[config.mk]
export PLATFORM = sky130hd
export DESIGN_NAME = detector_de_padrao_param_flat
export DESIGN_NICKNAME = d
export VERILOG_FILES = /design/src/rtl/detector_de_padrao_param_if.sv /design/src/rtl/detector_de_padrao_param.sv /design/src/flat_wrapper.sv
export SDC_FILE = /design/constraint.sdc
export NUM_CORES = 1
export LEC_CHECK = 0
export BUFFER_PORTS_ARGS = -buffer_cell sky130_fd_sc_hd__buf_2
export CAP_MARGIN = 20
export CORE_AREA = 2 2 39 41
export DETAILED_ROUTE_END_ITERATION = 7
export DIE_AREA = 0 0 41 43
export GPL_TIMING_DRIVEN = 1
export PLACE_DENSITY = 0.62
export SETUP_SLACK_MARGIN = 0.5
export SYNTH_ARGS = -nofsm -noshare
export SYNTH_HDL_FRONTEND = slang
export SYNTH_SLANG_ARGS = --single-unit
export TNS_END_PERCENT = 100
[constraint.sdc]
create_clock -name clock -period 1.8 [get_ports clock]
set_input_delay 0.09 -clock clock [delete_from_list [all_inputs] [get_ports clock]]
set_output_delay 0.09 -clock clock [all_outputs]
set_load 0.02 [all_outputs]
[src/rtl/detector_de_padrao_param_if.sv]
// Serial-detector bus: input bit stream with its controls, match pulse and counter outputs.
interface detector_de_padrao_param_if #(
  parameter int CW = 8
);
  logic          en;
  logic          x;
  logic          sobrepor;
  logic          y;
  logic [CW-1:0] contagem;
  logic          saturado;

  modport master (output en, x, sobrepor, input y, contagem, saturado);
  modport slave  (input en, x, sobrepor, output y, contagem, saturado);
endinterface

[src/rtl/detector_de_padrao_param.sv]
// Parametrised sliding-window sequence detector with overlap control.
// Optional saturating match counter built when DETECTOR_CONTADOR_EN is defined.
module detector_de_padrao_param #(
  parameter int           N      = 4,
  parameter logic [N-1:0] PADRAO = 4'b1101,
  parameter int           CW     = 8
) (
  input  logic                     clock,
  input  logic                     reset,
  detector_de_padrao_param_if.slave bus
);
  localparam int FW = $clog2(N + 1);

  logic [N-1:0]  r_hist;
  logic [FW-1:0] r_cheio;
  logic          r_y;
  logic [N-1:0]  w_janela;
  logic          w_cheio_ok;
  logic          w_match;

  // Window and fill are judged on the incoming bit, so y rises on the final pattern edge.
  assign w_janela   = {r_hist[N-2:0], bus.x};
  assign w_cheio_ok = (32'(r_cheio) + 32'd1) >= 32'(N);
  assign w_match    = bus.en && w_cheio_ok && (w_janela == PADRAO);

  always_ff @(posedge clock) begin
    if (reset) begin
      r_hist  <= '0;
      r_cheio <= '0;
      r_y     <= 1'b0;
    end else begin
      r_y <= w_match;
      if (bus.en) begin
        r_hist <= w_janela;
        if (w_match && !bus.sobrepor) begin
          r_cheio <= '0;
        end else if (r_cheio != FW'(N)) begin
          r_cheio <= r_cheio + 1'b1;
        end
      end
    end
  end

  assign bus.y = r_y;

`ifdef DETECTOR_CONTADOR_EN
  logic [CW-1:0] r_contagem;
  logic          w_saturado;

  assign w_saturado = &r_contagem;

  always_ff @(posedge clock) begin
    if (reset) begin
      r_contagem <= '0;
    end else if (w_match && !w_saturado) begin
      r_contagem <= r_contagem + 1'b1;
    end
  end

  assign bus.contagem = r_contagem;
  assign bus.saturado = w_saturado;
`else
  assign bus.contagem = '0;
  assign bus.saturado = 1'b0;
`endif

endmodule

[src/flat_wrapper.sv]
// flat-port wrapper written by rule: the top's interface ports become plain ports
module detector_de_padrao_param_flat 
#(
  parameter int           N      = 4,
  parameter logic [N-1:0] PADRAO = 4'b1101,
  parameter int           CW     = 8
)
  (clock, reset, bus_en, bus_x, bus_sobrepor, bus_y, bus_contagem, bus_saturado);
  detector_de_padrao_param_if #(.CW(CW)) bus_i ();
  input  logic clock;
  input  logic reset;
  input wire logic [$bits(bus_i.en)-1:0] bus_en;
  input wire logic [$bits(bus_i.x)-1:0] bus_x;
  input wire logic [$bits(bus_i.sobrepor)-1:0] bus_sobrepor;
  output wire logic [$bits(bus_i.y)-1:0] bus_y;
  output wire logic [$bits(bus_i.contagem)-1:0] bus_contagem;
  output wire logic [$bits(bus_i.saturado)-1:0] bus_saturado;
  assign bus_i.en = bus_en;
  assign bus_i.x = bus_x;
  assign bus_i.sobrepor = bus_sobrepor;
  assign bus_y = bus_i.y;
  assign bus_contagem = bus_i.contagem;
  assign bus_saturado = bus_i.saturado;
  detector_de_padrao_param #(.N(N), .PADRAO(PADRAO), .CW(CW)) u_core (.clock(clock), .reset(reset), .bus(bus_i));
endmodule
==> impl_summary.log, run 1 <==
INFO  metric first_pass_iters = 2
INFO  metric tritoncts = yes
INFO  metric critPathSlowestCell = sky130_fd_sc_hd__dfxtp_4
INFO  metric timing.critical_path.required = 1.93 ns
INFO  metric worstPathCellList = ha_4 -> and2_4 -> a211o_1 -> o22ai_2 -> a21oi_1
INFO  metric synth.top_cell.area_share = 31.3%
INFO  metric power.density = 718 nW/µm²
INFO  metric critPathBufInv = 0
INFO  metric finalSetupViolations = 0
INFO  metric max_cap_viol_count = 0
INFO  metric synth_seq_area_share = 31.3%
INFO  metric tritoncts.num_buffers = 3
INFO  metric synth-async-reset-ratio = 0%
INFO  metric cts_buffer_depth = 2
INFO  metric floorplan.io_pins = 15
INFO  metric rows = 14
INFO  metric synth.largest_area_cell = sky130_fd_sc_hd__dfxtp_1
INFO  metric worstHoldPathType = primary input to flip-flop
INFO  metric synth_common_cells = 9 x sky130_fd_sc_hd__buf_4, 7 x sky130_fd_sc_hd__dfxtp_1, 4 x sky130_fd_sc_hd__a21oi_1, 4 x sky130_fd_sc_hd__nor2_1
INFO  metric grt_max_degree = 11
INFO  metric cpLargestDelayFamily = compound AO/OA/AOI/OAI gates
INFO  metric drt-wirelength-per-cell = 9.68 µm
INFO  metric p_leak = 0.205 nW
INFO  metric fin_skew = 0.00149 ns
INFO  metric ranking_of_synthesized_cells_by_area = sky130_fd_sc_hd__dfxtp_1 31%, sky130_fd_sc_hd__buf_4 15%, sky130_fd_sc_hd__mux2i_1 6.7%
INFO  metric design_power_total = 0.000366 W
INFO  metric dp_hpwl = 552 µm
INFO  metric die_h = 43 µm
INFO  metric mean_cell_area_of_the_mapped_netlist = 8.78 µm²
INFO  metric startpoint_type = flip-flop
INFO  metric finish.net_count = 66
INFO  metric htreeDepth = 1
INFO  metric drt_first_iter_violations = 4
INFO  metric cp_slowest_stage_delay = 0.36 ns
INFO  metric drive_gt1_share = 32.8%
INFO  metric rsz0062_at_grt = true
INFO  metric number_of_enable_flip_flop_cells_after_synthesis = 0
INFO  metric port-buffer-count = 5
INFO  metric use_met1 = 12.7%
INFO  metric antenna-diode-count = 0
INFO  metric max_freq = 754 MHz
INFO  metric cts-root-buf = sky130_fd_sc_hd__clkbuf_4
INFO  metric final_min_period_over_clock_period = 73.7%
INFO  metric cts_setup_buffers = 0
INFO  metric netlist_instances = 51
INFO  metric die_width = 41 µm
INFO  metric detail_route.drc_violations = 0
INFO  metric end_kind = flip-flop
INFO  metric post-synth-top-count-cell = sky130_fd_sc_hd__buf_4
INFO  metric timing.critical_path.fanout_max = 5
INFO  metric gp_congestion = 0.722
INFO  metric worst_skew_pair.late_latency = 0.25 ns
INFO  metric avgViaCountPerCell = 4.49
INFO  metric setup_slack_of_the_most_critical_reg_to_reg_path = 0.47 ns
INFO  metric path_clk_slew = 0.05 ns
INFO  metric post-route-min-period = 1.33 ns
INFO  metric initial_antenna_violation_count = 0
INFO  metric met2_usage = 14.4%
INFO  metric floorplan.die_area = 1760 µm²
INFO  metric synth_seq_cells = 7
INFO  metric globalRouteTotalUtil = 10.4%
INFO  metric grt-busiest-layer = met2
INFO  metric first_global_vias = 310
INFO  metric ant_nets = 0
INFO  metric clock_sink_count = 7
INFO  metric global_route.usage.met3 = 3.14%
INFO  metric worstSetupPathType = flip-flop to flip-flop
INFO  metric worst_ep_arrival_time = 1.46 ns
INFO  metric synth_flop_cell = sky130_fd_sc_hd__dfxtp_1
INFO  metric final.setup.tns = 0 ns
INFO  metric floorplan.initialDensity = 32.4%
INFO  metric status = completed
INFO  metric timing.final.hold_violations = 0
INFO  metric core_region_area = 1380 µm²
INFO  metric ys.warnings.count = 0
INFO  metric yosys.cell_types.count = 22
INFO  metric routed_wl = 716 µm
INFO  metric area_delta_synth_final = 13.7%
INFO  metric gr-total-overflow = 0
INFO  metric grt_first_pass_wirelength = 1210 µm
INFO  metric synthesis.area = 448 µm²
INFO  metric routed-via-count = 332
INFO  metric final_max_slew_viol_count = 0
INFO  metric ir_drop = 444 µV
## cells in the final DEF, fill, tap and decap left out, types with 2 or more instances in the layout
master	count
sky130_fd_sc_hd__conb_1	9
sky130_fd_sc_hd__buf_2	5
sky130_fd_sc_hd__dfxtp_1	5
sky130_fd_sc_hd__nor2_1	4
sky130_fd_sc_hd__a21oi_1	4
sky130_fd_sc_hd__mux2i_1	3
sky130_fd_sc_hd__nand2_1	3
sky130_fd_sc_hd__clkbuf_4	3
sky130_fd_sc_hd__inv_1	2
sky130_fd_sc_hd__o22ai_2	2
sky130_fd_sc_hd__nand2b_1	2
sky130_fd_sc_hd__nand3_1	2
## final timing paths
check | startpoint | endpoint | cells after the start
worst max-delay path | u_core.r_cheio[0] | u_core.r_cheio[0] | 5
worst min-delay path | reset | u_core.r_cheio[2] | 2
worst max register to register | u_core.r_cheio[0] | u_core.r_cheio[0] | 5
worst min register to register | u_core.r_cheio[0] | u_core.r_cheio[0] | 2
## worst reg2reg max path, stage by stage (launching register included)
cell,delay [ns]
sky130_fd_sc_hd__dfxtp_4,0.36
sky130_fd_sc_hd__ha_4,0.17
sky130_fd_sc_hd__and2_4,0.15
sky130_fd_sc_hd__a211o_1,0.31
sky130_fd_sc_hd__o22ai_2,0.15
sky130_fd_sc_hd__a21oi_1,0.08
## metrics by stage
stage | hold slack (ns) | util (%) | instance area [µm²] | worst slack (ns) | cells
floorplan | 0.155 | - | 487 | 0.513 | 59
global placement | 0.355 | 32.7 | 453 | 0.442 | 70
detailed placement | 0.369 | 32.7 | 453 | 0.433 | 70
CTS | 0.0976 | 35.5 | 492 | 0.478 | 74
global route | 0.106 | 36.8 | 509 | 0.408 | 74
finish | 0.104 | 36.8 | 509 | 0.474 | 74
## repair_timing
action	CTS	global route
hold buffers	0	0
gates resized for setup	3	4
setup endpoints to repair	3	3
endpoints found under the hold margin	0	0
pin swaps	1	2
## cell families (layout without fill, tap and decap cells)
logic type	Yosys count	in the layout	synth area share, %
AND/OR/NAND/NOR	17	17	22.3
buffers and inverters	12	11	19.3
AO/OA/AOI/OAI	9	9	14.0
flip-flops	7	7	31.3
multiplexers	3	3	6.70
adder cells (fa/ha/maj)	2	2	5.59
other	1	9	0.837
## layer usage
layer	wire length [µm]	part of all wire (%)	vias to the layer above
met5	0	0	-
li1	-	-	171
met2	388	54	9
met4	6	0.84	0
met3	33	4.6	2
met1	287	40	150
## registers in the layout, indices dropped and copies added, names as in the netlist
name,flops
u_core.r_cheio,3
u_core.bus.y,1
u_core.r_hist,3
## power by group
group | internal (W) | switching, W
combinational | 0.0000196 | 0.0000368
sequential | 0.000162 | 0.00000849
clock | 0.0000844 | 0.0000548
total | 0.000266 | 0.000100
## area by class of cell
type                    instances  area (µm²)
well taps                      16        20.0
inverters                       2        7.51
clock buffers                   4        26.3
flip-flops and latches          7         145
repair buffers                  5        25.0
multi-input cells              40         285
fillers                       157         875
No activity file was read; power rests on OpenSTA's default activity.
==> run 2, diff against run 1 <==
Settings changed: PLACE_DENSITY 0.62 to 0.64.
Clock period 1.8 ns to 1.1 ns, I/O delays scaled along.
==> impl_summary.log, run 2 (synthesis gave the netlist of run 1 again) <==
INFO  metric status = finished, violations left (was completed)
INFO  metric failed_checks = setup timing
INFO  metric max_freq = 763 MHz (was 754 MHz)
INFO  metric timing.critical_path.fanout_max = 4 (was 5)
INFO  metric startpoint_type = flip-flop (unchanged)
INFO  metric core_region_area = 1380 µm² (unchanged)
INFO  metric worst_ep_arrival_time = 1.45 ns (was 1.46 ns)
INFO  metric use_met1 = 12.9% (was 12.7%)
INFO  metric final_max_slew_viol_count = 0 (unchanged)
INFO  metric fin_skew = 0.00299 ns (was 0.00149 ns)
INFO  metric drive_gt1_share = 51.4% (was 32.8%)
INFO  metric detail_route.drc_violations = 0 (unchanged)
INFO  metric die_h = 43 µm (unchanged)
INFO  metric global_route.usage.met3 = 3.14% (unchanged)
INFO  metric fin_ws = -0.210 ns (was 0.474 ns)
INFO  metric finalSetupViolations = 3 (was 0)
INFO  metric max_cap_viol_count = 0 (unchanged)
INFO  metric cts-root-buf = sky130_fd_sc_hd__clkbuf_4 (unchanged)
INFO  metric end_kind = flip-flop (unchanged)
INFO  metric cts_buffer_depth = 2 (unchanged)
INFO  metric layout.cells.most_common_list = 9 x sky130_fd_sc_hd__conb_1, 9 x sky130_fd_sc_hd__buf_4 (was 9 x sky130_fd_sc_hd__conb_1, 5 x sky130_fd_sc_hd__buf_2, 5 x sky130_fd_sc_hd__dfxtp_1, 4 x sky130_fd_sc_hd__nor2_1, 4 x sky130_fd_sc_hd__a21oi_1)
INFO  metric grt_first_pass_wirelength = 1290 µm (was 1210 µm)
INFO  metric finish.net_count = 78 (was 66)
INFO  metric area_delta_synth_final = 42.2% (was 13.7%)
INFO  metric drt-wirelength-per-cell = 10.2 µm (was 9.68 µm)
INFO  metric timing.critical_path.required = 1.24 ns (was 1.93 ns)
INFO  metric avgViaCountPerCell = 4.41 (was 4.49)
INFO  metric floorplan.initialDensity = 32.4% (unchanged)
INFO  metric final.setup.tns = -0.592 ns (was 0 ns)
INFO  metric gr-total-overflow = 0 (unchanged)
INFO  metric worst_skew_pair.late_latency = 0.25 ns (about the same)
INFO  metric gp_congestion = 0.811 (was 0.722)
INFO  metric die_width = 41 µm (unchanged)
INFO  metric path_clk_slew = 0.06 ns (was 0.05 ns)
INFO  metric drt_first_iter_violations = 4 (unchanged)
INFO  metric met2_usage = 16.3% (was 14.4%)
INFO  metric ant_nets = 0 (unchanged)
INFO  metric hold-worst-slack = 0.0638 ns (was 0.104 ns)
INFO  metric first_global_vias = 338 (was 310)
INFO  metric clock_sink_count = 7 (unchanged)
INFO  metric power.density = 1030 nW/µm² (was 718 nW/µm²)
INFO  metric routed-via-count = 379 (was 332)
INFO  metric grt_max_degree = 10 (was 11)
INFO  metric globalRouteTotalUtil = 11.1% (was 10.4%)
INFO  metric htreeDepth = 1 (unchanged)
INFO  metric antenna-diode-count = 0 (unchanged)
INFO  metric post_place_worst_slack = -0.194 ns (was 0.433 ns)
INFO  metric tritoncts = yes (unchanged)
INFO  metric port-buffer-count = 5 (unchanged)
INFO  metric worstSetupPathType = flip-flop to flip-flop (unchanged)
INFO  metric first_pass_iters = 3 (was 2)
INFO  metric ir_drop = 686 µV (was 444 µV)
INFO  metric p_leak = 0.289 nW (was 0.205 nW)
INFO  metric final_min_period_over_clock_period = 119% (was 73.7%)
INFO  metric timing.final.hold_violations = 0 (unchanged)
INFO  metric rows = 14 (unchanged)
INFO  metric rsz0062_at_grt = true (unchanged)
INFO  metric initial_antenna_violation_count = 0 (unchanged)
INFO  metric dp_hpwl = 636 µm (was 552 µm)
INFO  metric post-route-min-period = 1.31 ns (was 1.33 ns)
INFO  metric floorplan.io_pins = 15 (unchanged)
INFO  metric routed_wl = 875 µm (was 716 µm)
INFO  metric tritoncts.num_buffers = 3 (unchanged)
INFO  metric design_power_total = 0.000653 W (was 0.000366 W)
INFO  metric grt-busiest-layer = met2 (unchanged)
INFO  metric floorplan.die_area = 1760 µm² (unchanged)
INFO  metric worstHoldPathType = primary input to flip-flop (unchanged)
run 2: path summary, 6_finish.rpt:
check / startpoint / end / depth (start not counted) / slack [ns]
setup / recovery: u_core.r_cheio[0] / u_core.r_cheio[1] / 5 / -0.21
hold / removal: reset / u_core.r_cheio[0] / 2 / 0.06
setup reg to reg: u_core.r_cheio[0] / u_core.r_cheio[1] / 5 / -0.21
hold reg to reg: u_core.r_hist[0] / u_core.r_hist[0] / 2 / 0.51
run 2: worst max-delay path: stages, from the launching register on:
cell,delay (ns)
sky130_fd_sc_hd__dfxtp_4,0.36
sky130_fd_sc_hd__ha_4,0.16
sky130_fd_sc_hd__and2_4,0.14
sky130_fd_sc_hd__a211o_1,0.30
sky130_fd_sc_hd__o2bb2ai_1,0.15
sky130_fd_sc_hd__a21oi_1,0.07
run 2: final cells by class:
class / count / area (µm²)
fill: 148 / 747
multi-input combinational: 40 / 302
sequential: 7 / 149
timing repair buffer: 17 / 133
clock buffer: 4 / 26.3
tap: 16 / 20.0
inverter: 2 / 7.51
run 2: per-layer routing:
metal | wire [µm] | share of wire, %
met5 | 0 | 0
met4 | 18 | 2.1
met3 | 47 | 5.4
met2 | 425 | 49
met1 | 384 | 44
run 2: metrics by stage:
| stage | util (%) | std cells | instance area, µm² |
|---|---|---|---|
| floorplan | - | 59 | 499 |
| global placement | 38.5 | 79 | 533 |
| detailed placement | 38.5 | 79 | 533 |
| CTS | 42.0 | 84 | 581 |
| global route | 46.0 | 86 | 637 |
| finish | 46.0 | 86 | 637 |
run 2: what timing repair did:
action | CTS | global route
resized for setup | 6 | 10
hold buffers | 0 | 0
endpoints found under the setup margin | 8 | 8
pin swaps | 3 | 5
setup buffers | 1 | 2
run 2: power by group:
group | internal (W) | switching [W] | total, W
combinational | 0.0000618 | 0.0000744 | 0.000136
clock | 0.000139 | 0.000102 | 0.000241
sequential | 0.000265 | 0.0000118 | 0.000277
